--- src/rtl/instr_mem_fetch.sv ---
// Synchronous instruction memory with a valid/ready fetch port, a program-load
// write port, alignment/range checking and a saturating fetch-error counter.
module instr_mem_fetch #(
    parameter int unsigned DATA_WIDTH    = 32,
    parameter int unsigned ADDR_WIDTH    = 32,
    parameter int unsigned DEPTH_WORDS   = 128,
    parameter int unsigned ERR_CNT_WIDTH = 16
) (
    input  logic                     clk,
    input  logic                     rst_n,
    input  logic                     req_valid,
    output logic                     req_ready,
    input  logic [ADDR_WIDTH-1:0]    address,
    output logic                     resp_valid,
    input  logic                     resp_ready,
    output logic [DATA_WIDTH-1:0]    data_out,
    output logic                     resp_err,
    input  logic                     load_en,
    input  logic [ADDR_WIDTH-1:0]    load_addr,
    input  logic [DATA_WIDTH-1:0]    load_data,
    output logic                     load_err,
    output logic [ERR_CNT_WIDTH-1:0] err_count
);

    localparam int unsigned IDX_W = $clog2(DEPTH_WORDS);
    localparam logic [ADDR_WIDTH-1:0] DEPTH_A = ADDR_WIDTH'(DEPTH_WORDS);

    logic [DATA_WIDTH-1:0] mem [DEPTH_WORDS];

    logic [ADDR_WIDTH-1:0] fetch_word;
    logic [ADDR_WIDTH-1:0] load_word;
    logic                  fetch_ok;
    logic                  load_ok;
    logic                  accept;

    // Full-width compare so high address bits never alias into the array.
    assign fetch_word = address >> 2;
    assign load_word  = load_addr >> 2;
    assign fetch_ok   = (address[1:0] == 2'b00) && (fetch_word < DEPTH_A);
    assign load_ok    = (load_addr[1:0] == 2'b00) && (load_word < DEPTH_A);

    assign req_ready = !load_en && (!resp_valid || resp_ready);
    assign accept    = req_valid && req_ready;

    // Storage is not reset; contents survive rst_n.
    always_ff @(posedge clk) begin
        if (load_en && load_ok) begin
            mem[load_word[IDX_W-1:0]] <= load_data;
        end
    end

    // Response register: one-cycle latency, holds while stalled.
    always_ff @(posedge clk or negedge rst_n) begin
        if (!rst_n) begin
            resp_valid <= 1'b0;
            data_out   <= '0;
            resp_err   <= 1'b0;
        end else if (accept) begin
            resp_valid <= 1'b1;
            resp_err   <= !fetch_ok;
            data_out   <= fetch_ok ? mem[fetch_word[IDX_W-1:0]] : '0;
        end else if (resp_valid && resp_ready) begin
            resp_valid <= 1'b0;
        end
    end

    always_ff @(posedge clk or negedge rst_n) begin
        if (!rst_n) begin
            load_err <= 1'b0;
        end else begin
            load_err <= load_en && !load_ok;
        end
    end

    always_ff @(posedge clk or negedge rst_n) begin
        if (!rst_n) begin
            err_count <= '0;
        end else if (accept && !fetch_ok && (err_count != '1)) begin
            err_count <= err_count + ERR_CNT_WIDTH'(1);
        end
    end

endmodule

--- config.mk ---
export PLATFORM = sky130hd
export DESIGN_NAME = instr_mem_fetch
export DESIGN_NICKNAME = d
export VERILOG_FILES = /design/src/rtl/instr_mem_fetch.sv
export SDC_FILE = /design/constraint.sdc
export NUM_CORES = 2
export LEC_CHECK = 0
export ABC_CLOCK_PERIOD_IN_PS = 2410
export BUFFER_PORTS_ARGS = -buffer_cell sky130_fd_sc_hd__buf_2
export CORE_MARGIN = 10
export CORE_UTILIZATION = 65
export CTS_BUF_LIST = sky130_fd_sc_hd__clkbuf_4 sky130_fd_sc_hd__clkbuf_8
export CTS_CLUSTER_DIAMETER = 60
export DETAILED_ROUTE_END_ITERATION = 16
export GPL_TIMING_DRIVEN = 0
export HOLD_SLACK_MARGIN = 0.08
export PLACE_DENSITY_LB_ADDON = 0.15
export SLEW_MARGIN = 20
export SYNTH_ARGS = -nofsm -noshare
export SYNTH_HDL_FRONTEND = slang
export SYNTH_SLANG_ARGS = --single-unit
--- constraint.sdc ---
create_clock -name clk -period 2.41 [get_ports clk]
set_input_delay 0.3615 -clock clk [delete_from_list [all_inputs] [get_ports clk]]
set_output_delay 0.3615 -clock clk [all_outputs]
set_load 0.05 [all_outputs]
# == After elaboration in Yosys (flattened, before gate mapping) ==
# Memories as Yosys holds them, arrays and structs flattened.
# Cells that the tools add are included.
# totals
reg_bits,51
latch_bits,0
mem_bits_rw,4096
mem_bits_ro,0
inputBits,101
output_inout_bits,52
word_cells,32
mem_count,1
# mem_list
name,words,width,rd,rd_clocked_by_memory_dff,wr,line_no,rtl
mem,128,32,1,0,1,28,logic [DATA_WIDTH-1:0] mem [DEPTH_WORDS];
# classes
addsub,1
multipliers,0
n_div,0
magnitude_cmp,2
n_eq_ne,1
shifts,0
n_mux,5
bitwise,0
reduce_logical,17
# ops
op,count
< comparator 30 x 8 -> 1 bit (second input constant),2
two-way mux 32 bit,1
adder 16 x 1 -> 16 bit (second input constant),1
!= test 16 bit (second input constant),1
logical AND 1 bit,9
logical NOT 1 bit,4
logical NOT 2 bit,2
two-way mux 1 bit,4
nonzero test 2 bit,1
logical OR 1 bit,1

# == Longest topological paths before layout ==
# logic_depth
word_depth,6
depth_mapped,11
ltp_nobuf,6

# == Least setup slack after synthesis ==
# Ideal clock, no wire load.
# synth_path
path_kind,input -> register
start,input port load_addr[1]
end,memory mem[110][0] (enable)
setup_ps,421
arrival_time_ps,2898
required_ps,1989
slack_ps,-909
cell_stages,7
cell_sequence,nor4_1 -> nand4_1 -> nor2_1 -> and3b_1 -> nand3_1 -> clkbuf_1 -> nor2_1
# synth_between
elab_chain_len,5
# synth_lines
item,line_no,rtl
start: declaration,19,"input logic [ADDR_WIDTH-1:0] load_addr,"
logical NOT 2 bit,40,assign load_ok = (load_addr[1:0] == 2'b00) && (load_word < DEPTH_A);
logical AND 1 bit,40,
logical AND 1 bit,47,if (load_en && load_ok) begin
two-way mux 1 bit,47,
two-way mux 1 bit (not written as such),48,mem[load_word[IDX_W-1:0]] <= load_data;
end: declaration,28,
# Every way passes these cells.

# == Worst setup path in the final report ==
# layout_path
start,memory mem[35][26]
end,register data_out[26]
# layout_between
elab_chain_len,2
# layout_lines
item,line_no,rtl
memory read (128 x 32 bit),n/a,
two-way mux 32 bit,61,data_out <= fetch_ok ? mem[fetch_word[IDX_W-1:0]] : '0;
end signal: assignment,61,
end: declaration,16,"output logic [DATA_WIDTH-1:0] data_out,"
# Every way passes these cells.
# A chain may end at the register's enable or synchronous reset.

==> metrics <==
Initial Util=about two thirds; CTS root buffer=clkbuf_8; Crit path top cell by count=mux4_2; Fmax achieved=~380 MHz; Clk Latency, worst-skew pair=around 1.1 ns; commonest non-fill, non-tap cell in the layout=edfxtp_1; synth unique cells=54; count of state elements after synthesis=~4100; Worst VDD drop=599.8 uV; vias per cell=7.067; ys async rst share=approximately 1.2%; Reg clk slew, reported paths=roughly 0.07 ns; antenna violations before repair=37; die width=around 500 um; Sw Share=a little under a quarter; Post-Route WL=approximately 460000 um; Max Cap Viol=0; Tmin final=2.617 ns; H-tree depth=6; internal power=111.8 mW; post-synth net total=roughly 7000; clk sinks=roughly 4100; Worst Setup Start Kind=flop; die area=between 0.2 and 0.3 mm^2; vias after detailed routing=~82000; Mapped Area=0.1585 mm^2; Buf/Inv on CP=0; final worst-path cycle share=108.6%; pwr/cell area=a little under 800 mW/mm^2; DRT Pass-1 Iters=10; CTS tree=done; Slew Limit Fails=0; post-route ant nets=0; I/O pins=around 150; cell count after synthesis=6796; post-DP HPWL=between 300000 and 400000 um; crit-path leading delay family=multiplexers; crit path cell chain=mux4_2, mux4_2, a22oi_2, nand2_4, a32o_1; net switching power=about 32 mW; Longest Clk Path Bufs=4; Post-synth EDFFs=4096; CP Class=reg -> reg; critical path's largest stage delay=about 0.6 ns; unrepaired setup endpoints after global routing=true; Syn Area/Cell=roughly 23 um^2; register area share after synthesis=78.43%; Worst Path Max Fanout=1; Slew headroom=between 30% and 40%; power share of the combinational group=5.9%; CP required=roughly 3.4 ns; CTS Buf Count=650; port bufs=about 150; fraction of layout cells with a size suffix above 1=39.38%; utilization after layout=around three quarters; Tot GR Track Use=35.32%; Setup Skew=around 0.068 ns; fin nets=8074; fill cell count=12430; endpoint type of the worst setup path=flop; die height=just over 500 um; final-report setup violation count=60; gr ovfl total=0; slowest CP cell=mux4_2; largest net degree at the start of global routing=97; Rows=between 150 and 200; final worst slack=-0.2071 ns; Final GP Congestion=between 1 and 1.5; commonest non-fill, non-tap cells in the layout=edfxtp_1, mux4_2, clkbuf_8, clkbuf_4, mux2_2; P&R area growth vs syn=17.00%; violated checks=negative setup slack; top_reg_cell synth=edfxtp_1; # DRC=0; endpoints failing hold=0; Hold Crit Class=in -> reg; Clock power frac=~40%; YS warnings=0; Static Leak=between 50 and 60 nW; first-pass GRT wire length=640800 um; pre-CTS setup slack=-2.745 ns; Worst-Margin Slew=0.9603 ns; outcome=finished with violations; Iter 0 DRT Violations=around 14000; Wirelength per Cell=~40 um; vias in the first global route=approximately 81000; register share of total power=a little under three fifths; core area=0.2430 mm^2; Critical Path AT=between 3 and 4 ns
-- cells in the mapped netlist, drive strengths merged (2+ instances only) --
cell / number / area [um^2]
dfrtp: 51 / 1276
nor4: 15 / 93.84
nor2: 271 / 1017
a21oi: 10 / 50.05
nand2: 118 / 442.9
nand3: 21 / 105.1
a31oi: 3 / 18.77
mux2i: 93 / 930.9
a32o: 30 / 300.3
and3: 4 / 25.02
nor2b: 13 / 81.33
a211oi: 36 / 270.3
mux4: 1077 / 24260
nand3b: 2 / 15.01
and2: 22 / 137.6
clkbuf: 165 / 619.3
o2111ai: 22 / 192.7
edfxtp: 4096 / 123000
mux2: 195 / 2196
inv: 5 / 18.76
nor3: 32 / 160.2
xnor2: 13 / 113.9
or3b: 2 / 17.52
nand4: 20 / 125.1
or2: 2 / 12.51
buf: 202 / 1131
o21ai: 47 / 235.2
a2111oi: 7 / 61.31
a22oi: 40 / 300.3
o22ai: 129 / 807.0
nand2b: 4 / 25.02
o41ai: 9 / 78.83
o211ai: 3 / 22.52
a221oi: 22 / 192.7
-- stage by stage --
stage / cells / hold WS [ns] / setup TNS [ns] / area, um^2 / total power [mW]
after floorplan: 6796 / 0.06591 / -701.74 / 159300 / 84.63
after global placement: 10150 / 0.4735 / -7943.86 / 164000 / 88.45
after detailed placement: 10360 / 0.2490 / -4435.50 / 169500 / 88.72
after CTS: 11590 / 0.08615 / -0.6447 / 184400 / 144.1
after global routing: 11650 / 0.1812 / -1.618 / 185400 / 147.9
final: 11650 / 0.2001 / -2.303 / 185400 / 144.2
-- what timing repair did --
item | 4_1_cts | 5_1_grt
cloned | 1 | 0
endpoints found under the hold margin | 4211 | 0
pin swaps | 45 | 42
hold buffers | 48 | 0
endpoints found under the setup margin | 1521 | 257
setup buffers | 70 | 49
gates resized for setup | 369 | 125
-- flip-flops by register name (all words and copies together), names as in the netlist --
register and flops:
load_err 1, resp_err 1, data_out 32, mem 4096, err_count 16, resp_valid 1
-- layer usage --
metal | share of wire [%] | GRT usage, % | vias to the layer above
met2 | 45 | 51.00 | 6535
met3 | 15 | 12.66 | 1035
met5 | 0.022 | 0 | -
li1 | - | - | 31620
met1 | 35 | 49.08 | 43140
met4 | 5.4 | 16.53 | 14
-- cell families (layout without fill, tap and decap cells) --
logic type	after synthesis	in the layout	synth area share (%)
other cells	0	13	0
fa+ha+maj	1	1	0.007895
buf+inv	372	2011	1.117
simple gates	532	533	1.457
compound gates	365	365	1.634
xor+xnor	14	14	0.07738
mux	1365	1365	17.28
flops	4147	4147	78.43
-- power groups by stage --
stage / Sequential [mW] / Combinational [mW] / Clock [mW]
after detailed placement: 80.8 / 7.88 / 0
after floorplan: 81.0 / 3.61 / 0
after global placement: 81.0 / 7.46 / 0
after global routing: 79.3 / 8.71 / 59.9
final: 79.3 / 8.52 / 56.4
after CTS: 79.3 / 8.19 / 56.5
-- cell type report --
cell class | instances | area (um^2) | share of cell area, %
sequential | 4147 | 124300 | 67.04
multi-input combinational | 2278 | 34620 | 18.68
clock buffer | 871 | 10740 | 5.791
timing repair buffer | 525 | 7973 | 4.300
tap | 3202 | 4006 | 2.161
buffer | 365 | 2376 | 1.282
clock inverter | 245 | 1335 | 0.7201
antenna | 13 | 32.53 | 0.01755
inverter | 5 | 21.27 | 0.01147
-- path summary, 6_finish.rpt --
path	end	slack, ns	start	depth (start not counted)
worst min-delay path	data_out[16]	0.20	address[8]	5
worst min register to register	resp_err	0.49	resp_err	1
max in group asynchronous	data_out[20]	1.07	rst_n	4
worst max-delay path	data_out[26]	-0.21	mem[35][26]	5
min in group asynchronous	err_count[13]	0.49	rst_n	3
worst max register to register	data_out[26]	-0.21	mem[35][26]	5
-- worst min-delay path: cells and delay by family --
| kind | cells | cell delay [ns] |
|---|---|---|
| buf+inv | 1 | 0.11 |
| simple gates | 2 | 0.37 |
| compound gates | 2 | 0.42 |
Note: power is estimated with default switching activity, not from simulation.
